===== config.mk =====
export PLATFORM = sky130hd
export DESIGN_NAME = bus_arbiter
export DESIGN_NICKNAME = d
export VERILOG_FILES = /design/src/rtl/bus_arbiter_pkg.sv /design/src/rtl/bus_arbiter_arb_rr2.sv /design/src/rtl/bus_arbiter.sv
export SDC_FILE = /design/constraint.sdc
export NUM_CORES = 1
export LEC_CHECK = 0
export CORE_MARGIN = 4
export CORE_UTILIZATION = 30
export CTS_BUF_LIST = sky130_fd_sc_hd__clkbuf_4 sky130_fd_sc_hd__clkbuf_8
export CTS_CLUSTER_SIZE = 25
export DETAILED_ROUTE_END_ITERATION = 8
export PLACE_DENSITY = 0.66
export SLEW_MARGIN = 40
export SYNTH_ARGS = -nofsm -noshare
export SYNTH_HDL_FRONTEND = slang
export SYNTH_HIERARCHICAL = 1
export SYNTH_SLANG_ARGS = --single-unit

===== constraint.sdc =====
create_clock -name clk -period 5.95 [get_ports clk]
set_input_delay 0.8925 -clock clk [delete_from_list [all_inputs] [get_ports clk]]
set_output_delay 0.8925 -clock clk [all_outputs]
set_load 0.05 [all_outputs]

===== src/rtl/bus_arbiter_pkg.sv =====
// Shared definitions for the two-master memory bus arbiter: FSM states,
// master indices and the latched operation type.
package bus_arbiter_pkg;

    typedef enum logic [2:0] {
        IDLE  = 3'd0,
        GRANT = 3'd1,
        ADDR  = 3'd2,
        MEM   = 3'd3,
        DONE  = 3'd4
    } state_t;

    typedef enum logic {
        OP_RD = 1'b0,
        OP_WR = 1'b1
    } op_t;

    localparam logic M_IFETCH = 1'b0;
    localparam logic M_DATA   = 1'b1;

    // A master raising both strobes gets its read first; the write stays pending.
    function automatic op_t pick_op(input logic rreq);
        return rreq ? OP_RD : OP_WR;
    endfunction

endpackage


===== src/rtl/bus_arbiter_arb_rr2.sv =====
// Combinational two-way round-robin picker: on a tie the master that was
// not granted last wins; a lone requester wins outright.
module arb_rr2 (
    input  logic [1:0] req,
    input  logic       last,
    output logic       grant,
    output logic       valid
);

    always_comb begin
        // NOTE: every output gets a default first so no path through the case can infer a latch.
        grant = 1'b0;
        valid = |req;
        case (req)
            2'b01:   grant = 1'b0;
            2'b10:   grant = 1'b1;
            2'b11:   grant = ~last;
            default: grant = 1'b0;
        endcase
    end

endmodule


===== src/rtl/bus_arbiter.sv =====
// Two-master arbiter in front of a single-command memory port. One
// transaction in flight: pick, grant, issue command, wait for mem_ready, retire.
module bus_arbiter
    import bus_arbiter_pkg::*;
#(
    parameter int ADDR_W = 32,
    parameter int DATA_W = 32
) (
    input  logic              clk,
    input  logic              reset,

    input  logic              m0_rreq,
    input  logic              m0_wreq,
    input  logic [ADDR_W-1:0] m0_addr,
    input  logic [DATA_W-1:0] m0_wdata,
    output logic              m0_acc,
    output logic              m0_busy,
    output logic [DATA_W-1:0] m0_rdata,

    input  logic              m1_rreq,
    input  logic              m1_wreq,
    input  logic [ADDR_W-1:0] m1_addr,
    input  logic [DATA_W-1:0] m1_wdata,
    output logic              m1_acc,
    output logic              m1_busy,
    output logic [DATA_W-1:0] m1_rdata,

    output logic              mem_rd,
    output logic              mem_wr,
    output logic [ADDR_W-1:0] mem_addr,
    output logic [DATA_W-1:0] mem_wdata,
    input  logic [DATA_W-1:0] mem_rdata,
    input  logic              mem_ready
);

    state_t            state;
    op_t               op;
    logic              sel;
    logic              last;
    logic [1:0]        acc_q;
    logic [1:0]        busy_q;
    logic [1:0]        rreq;
    logic [1:0]        any_req;
    logic              pick;
    logic              pick_valid;
    logic [ADDR_W-1:0] addr_mux;
    logic [DATA_W-1:0] wdata_mux;

    assign rreq    = {m1_rreq, m0_rreq};
    assign any_req = {m1_rreq | m1_wreq, m0_rreq | m0_wreq};

    assign m0_acc  = acc_q[0];
    assign m1_acc  = acc_q[1];
    assign m0_busy = busy_q[0];
    assign m1_busy = busy_q[1];

    assign addr_mux  = (sel == M_DATA) ? m1_addr  : m0_addr;
    assign wdata_mux = (sel == M_DATA) ? m1_wdata : m0_wdata;

    arb_rr2 u_pick (
        .req   (any_req),
        .last  (last),
        .grant (pick),
        .valid (pick_valid)
    );

    always_ff @(posedge clk) begin
        if (reset) begin
            state  <= IDLE;
            op     <= OP_RD;
            sel    <= M_IFETCH;
            last   <= M_DATA;
            acc_q  <= 2'b00;
            busy_q <= 2'b11;
            mem_rd <= 1'b0;
            mem_wr <= 1'b0;
        end else begin
            case (state)
                IDLE: begin
                    if (pick_valid) begin
                        sel         <= pick;
                        op          <= pick_op(rreq[pick]);
                        acc_q[pick] <= 1'b1;
                        state       <= GRANT;
                    end
                end
                GRANT: begin
                    // Reads see a one-cycle accept; writes keep acc up until memory completes.
                    if (op == OP_RD) begin
                        acc_q[sel] <= 1'b0;
                    end
                    state <= ADDR;
                end
                ADDR: begin
                    mem_rd <= (op == OP_RD);
                    mem_wr <= (op == OP_WR);
                    state  <= MEM;
                end
                MEM: begin
                    if (mem_ready) begin
                        mem_rd <= 1'b0;
                        mem_wr <= 1'b0;
                        if (op == OP_RD) begin
                            busy_q[sel] <= 1'b0;
                        end else begin
                            acc_q[sel] <= 1'b0;
                        end
                        state <= DONE;
                    end
                end
                DONE: begin
                    busy_q <= 2'b11;
                    last   <= sel;
                    state  <= IDLE;
                end
                default: state <= IDLE;
            endcase
        end
    end

    // NOTE: payload and read-data registers carry no reset; only the control above must come up defined.
    always_ff @(posedge clk) begin
        if (!reset && state == ADDR) begin
            mem_addr <= addr_mux;
            if (op == OP_WR) begin
                mem_wdata <= wdata_mux;
            end
        end
        // Gated by reset so an aborted read never lands in the master's data register.
        if (!reset && state == MEM && mem_ready && op == OP_RD) begin
            if (sel == M_DATA) begin
                m1_rdata <= mem_rdata;
            end else begin
                m0_rdata <= mem_rdata;
            end
        end
    end

endmodule

==> results.txt, run 1 <==
pin count of the biggest net entering global routing - 48
root cell of the clock tree - clkbuf_8
overall routed net length - 13.6 mm
Crit Path Max Fanout - 33
synth cell count leaders - 128 x edfxtp_1, 64 x mux2_2, 12 x dfxtp_1, 8 x clkbuf_1, 6 x nor3_1
Mapped Area - 0.00519 mm^2
Final nets - 749
Critical Path, Cell by Cell - clkdlybuf4s50_1 > nor3_2 > buf_4 > and2_1 > buf_4
Ant. Diodes - 0
CP arrival - 2.80 ns
antenna violations before repair - 0
post-cts repair resize count - 0
area leader, netlist - edfxtp_1
final hold violations - 0
largest cells by area after synthesis - edfxtp_1 74%, mux2_2 14%, dfxtp_1 4.6%
Period minus WS final - 2.71 ns
RSZ-0062 raised after global routing - no
deepest clock path buffer count - 2
Yosys reg bits - 140
part of the cycle the worst path needs - 0.456
total gr overflow - 0
port buffer count - 300
cell mode on critical path - buf_4
hpwl dp - 10.7 mm
Final Total Pwr - 2130 uW
initial drt markers - 139
Finished Layout Cells - 815
dominant cell by count in the synthesized netlist - edfxtp_1
HP Class - flip-flop to flip-flop
Static Leak - 0.00298 uW
Vias/cell - 4.38
CTS Hold Bufs - 0
die height - 139 um
total of max-cap violations - 0
post-synthesis cell count - 270
first-pass GRT wire length - 20.0 mm
post-route ant nets - 0
count of final max-slew check failures - 0
fraction of registers with async set/reset - 0
CP peak stage delay - 0.68 ns
Die Span X - 139 um
Post-route DRC - 0
Syn. warnings - 6
fraction of layout cells with a size suffix above 1 - 0.183
data required time at the worst endpoint - 6.04 ns
CP bufs+invs - 3
drt first pass iters - 6
status - completed
# rows - 47
Crit Path Class - primary input to flip-flop
Worst-Skew Late Latency - 0.43 ns
Clock Sinks - 140
CTS tree - yes
DIE AREA - 0.0195 mm^2
Final Setup Violations - 0
cell family with most CP delay - buffers and inverters
share of the synthesized area in the top cell type - 0.741
I/O pin cnt - 301
Post-Syn Area per Cell - 19.2 um^2
Slew HR - 0.619
routability cong. - 0.793
crit end category - flip-flop
VDD IR max - 0.000115 V
Distinct cells, synth - 34
Core Region - 0.0168 mm^2
Cells after DPL - 783
EDFF count, synth - 128
Seq/Total Area, Yosys - 0.787
worst-path cell with the longest stage delay - clkdlybuf4s50_1
PD cells - 241 mW/mm^2
Top FF cell, synth - edfxtp_1
Tot GR Track Use - 0.136
Post-CTS Setup Inserts - 0
cts bufs inserted - 17
Fin Setup TNS - 0 ns
vias in the first global route - 3732
Reg clk slew, reported paths - 0.07 ns
Fmax - 0.369 GHz
CP Launch Type - primary input
Layout area overhead - 70.7%
Syn Nets - 437
Initial Util - 0.310
Avg WL per Cell - 16.7 um
Clock Skews - 0.00971 ns
routed via count - 3567
measured slew at the worst slew-check pin - 0.570 ns
H-tree Lvls - 4
-- layer usage --
layer / track usage / wire (um) / part of all wire
met5: 0 / 0 / 0
met2: 0.236 / 6900 / 0.51
met1: 0.143 / 4970 / 0.36
met4: 0.0469 / 178 / 0.013
met3: 0.0672 / 1560 / 0.11
-- per-stage QoR --
stage	area, um^2	util	hold WS (ns)	worst slack (ns)
after floorplan	5190	-	0.536	1.35
after global placement	8460	0.505	0.452	2.82
after detailed placement	8460	0.505	0.455	2.76
after CTS	8850	0.528	0.466	3.23
after global routing	8850	0.528	0.484	3.09
final	8850	0.528	0.466	3.24
-- power breakdown --
part           internal [uW]  switching [uW]
registers               1100            14.2
clock network            385             358
logic                    162             115
total                   1640             487
-- state kept, by name (all words and copies together), names as in the netlist --
name       count
acc_q          2
busy_q         2
last           1
m0_rdata      32
m1_rdata      32
mem_addr      32
mem_rd         1
mem_wdata     32
mem_wr         1
op             1
sel            1
state          3
-- final timing paths --
kind                  from       endpoint  slack [ns]  cells after the start
hold reg to reg     mem_rd         mem_rd        0.47                      2
setup reg to reg  state[0]   m0_rdata[13]        3.77                      4
hold / removal      mem_rd         mem_rd        0.47                      2
setup / recovery     reset  mem_wdata[12]        3.24                      5
-- cell families after synthesis --
group,count (synthesis),synth area share
muxes,66,0.143
and+or+nand+nor,31,0.0330
DFF,140,0.787
AOI/OAI and AO/OA,18,0.0239
buffers and inverters,15,0.0130
-- layout by cell type, fill, tap and decap left out, drive strengths merged, types with 3 or more instances in the layout --
master,netlist,layout
dfxtp,12,12
mux2,64,64
clkbuf,8,19
o21ai,3,3
clkinv,0,6
nor2,5,5
nand2,5,5
inv,3,6
a21oi,4,4
edfxtp,128,128
buf,4,5
or2,3,3
nor3,6,6
clkdlybuf4s50,0,300
-- worst register-to-register path, cell delays in order, from the launching register on --
cell     delay [ns]
dfxtp_1        0.53
nand2_1        0.15
or4b_1         0.61
nor3_2         0.14
buf_4          0.40
-- cell type report --
class / count / area [um^2]
fill: 1369 / 7910
sequential: 140 / 4090
timing repair buffer: 305 / 3040
multi-input combinational: 115 / 1050
tap: 220 / 275
clock buffer: 19 / 249
clock inverter: 13 / 143
inverter: 3 / 11.3
No activity file was read; power rests on OpenSTA's default activity.
==> run 2: changes to the inputs <==
==> constraint.sdc (replaced) <==
create_clock -name clk -period 2.7 [get_ports clk]
set_input_delay 0.405 -clock clk [delete_from_list [all_inputs] [get_ports clk]]
set_output_delay 0.405 -clock clk [all_outputs]
set_load 0.05 [all_outputs]
==> results.txt, run 2 (synthesis results as in run 1) <==
HP Class - flip-flop to flip-flop
hold path startpoint - mem_rd
Static Leak - 0.00300 uW (+0.44%)
routed via count - 3556 (-0.31%)
cells on worst reg2reg path - 4 (unchanged)
drt first pass iters - 4 (-2)
hold path depth - 2 (unchanged)
hpwl dp - 11.1 mm (+3.1%)
Layout area overhead - 71.8%
final hold violations - 0 (unchanged)
post-route ant nets - 0 (unchanged)
deepest clock path buffer count - 2 (unchanged)
worst-path cell with the longest stage delay - or4b_1
die height - 139 um (unchanged)
Ant. Diodes - 0 (unchanged)
DIE AREA - 0.0195 mm^2 (unchanged)
status - completed
Area after DPL - 0.00853 mm^2 (+0.74%)
Period minus WS final - 2.12 ns
CTS Hold Bufs - 0 (unchanged)
data required time at the worst endpoint - 2.83 ns (-3.21 ns)
first-pass GRT wire length - 21.5 mm (+7.3%)
commonest non-fill, non-tap cell in the layout - clkdlybuf4s50_1
Critical R2R Launch - state[0]
CTS tree - yes
fraction of layout cells with a size suffix above 1 - 0.186 (+0.00274)
Vias/cell - 4.35 (-0.55%)
Crit Path Max Fanout - 32 (-3.0%)
cts bufs inserted - 17 (unchanged)
pin count of the biggest net entering global routing - 33 (-31%)
Tot GR Track Use - 0.145 (+0.00941)
fillers - 1366 (-0.22%)
final instance area - 0.00891 mm^2 (+0.64%)
antenna violations before repair - 0 (unchanged)
Core Region - 0.0168 mm^2 (unchanged)
Clock Sinks - 140 (unchanged)
crit end category - flip-flop
VDD IR max - 0.000245 V (+110%)
RSZ-0062 raised after global routing - no
Crit Path Class - flip-flop to flip-flop
Critical Path, Cell by Cell - nand2_1 > or4b_1 > nor3_4 > buf_12
Worst-Skew Late Latency - 0.43 ns (about the same)
Final nets - 751 (+0.27%)
total of max-cap violations - 0 (unchanged)
Clock Skews - 0.00891 ns (-0.000802 ns)
Die Span X - 139 um (unchanged)
Initial Util - 0.310 (unchanged)
Post-route DRC - 0 (unchanged)
WHS Endpoint - mem_rd
overall routed net length - 14.3 mm (+4.9%)
Final Setup Violations - 0 (unchanged)
post-cts repair resize count - 0 (unchanged)
vias in the first global route - 3814 (+2.2%)
# rows - 47 (unchanged)
Slew HR - 0.610 (-0.00911)
cell family with most CP delay - simple AND/OR/NAND/NOR gates
r2r setup slk - 0.58 ns (-3.19 ns)
PD cells - 528 mW/mm^2 (+120%)
H-tree Lvls - 4 (unchanged)
CP arrival - 2.25 ns (-0.55 ns)
CP bufs+invs - 1 (-2)
commonest non-fill, non-tap cells in the layout - 300 x clkdlybuf4s50_1, 128 x edfxtp_1, 64 x mux2_2
Avg WL per Cell - 17.5 um (+4.7%)
CP peak stage delay - 0.66 ns (-0.02 ns)
Final Total Pwr - 4700 uW (+120%)
part of the cycle the worst path needs - 0.786
I/O pin cnt - 301 (unchanged)
Fmax - 0.471 GHz
Reg clk slew, reported paths - 0.08 ns (about the same)
CP Launch Type - flip-flop
total gr overflow - 0 (unchanged)
Post-CTS Setup Inserts - 0 (unchanged)
count of final max-slew check failures - 0 (unchanged)
reg2reg end - m0_rdata[7]
measured slew at the worst slew-check pin - 0.584 ns (+0.0136 ns)
root cell of the clock tree - clkbuf_8
initial drt markers - 75 (-46%)
routability cong. - 0.798 (+0.63%)
port buffer count - 300 (unchanged)
[run 2: changes by cell type in the layout (fill, tap and decap cells not counted), moves of 2 or more]
| cell | previous run | this run |
|---|---|---|
| buf_12 | 0 | 2 |
| clkbuf_4 | 2 | 0 |
| clkinv_2 | 3 | 0 |
| inv_6 | 3 | 5 |
| inv_8 | 0 | 3 |
| nor3_2 | 3 | 0 |
| nor3_4 | 0 | 3 |
[run 2: worst reg2reg max path, cell delays in order (launching register included)]
cell     delay (ns)
dfxtp_1        0.56
nand2_1        0.15
or4b_1         0.66
nor3_4         0.20
buf_12         0.24
[run 2: final cells by class]
cell class | instances | area, um^2 | area share
Clock buffer | 17 | 234 | 0.0263
Clock inverter | 15 | 151 | 0.0170
Inverter | 3 | 11.3 | 0.00126
Multi-Input combinational cell | 115 | 1070 | 0.120
Sequential cell | 140 | 4090 | 0.459
Tap cell | 220 | 275 | 0.0309
Timing Repair Buffer | 307 | 3080 | 0.346
[run 2: how the worst max path moves through the flow]
stage,start,end,slack (ns),depth (start not counted)
floorplan,state[0],m0_rdata[0],-0.11,4
global placement,mem_ready,m0_rdata[13],0.24,5
detailed placement,mem_ready,m1_rdata[13],0.19,5
CTS,acc_q[0],m0_acc,0.56,1
global route,state[0],m0_rdata[7],0.45,4
finish,state[0],m0_rdata[7],0.58,4
[run 2: where the power goes]
| part | leakage [uW] | total, uW | switching (uW) | internal, uW |
|---|---|---|---|---|
| registers | 0.00125 | 2450 | 34.5 | 2420 |
| logic | 0.00155 | 618 | 258 | 360 |
| clock network | 0.000187 | 1640 | 876 | 759 |
[run 2: routing by layer]
metal  wire length [um]  vias to the layer above  GRT usage
li1                   -                     1683          -
met1               5190                     1633      0.158
met2               7210                      227      0.251
met3               1750                       13     0.0683
met4                131                        0     0.0458
met5                  0                        -          0
[run 2: metrics by stage]
step            util  setup WS (ns)  hold slack (ns)  instances  setup TNS (ns)
2_1_floorplan      -         -0.107            0.482        270           -6.85
3_3_place_gp   0.509          0.240            0.459        785               0
3_5_place_dp   0.509          0.187            0.464        785               0
4_1_cts        0.532          0.561            0.476        817               0
5_1_grt        0.532          0.449            0.495        817               0
6_report       0.532          0.577            0.466        817               0
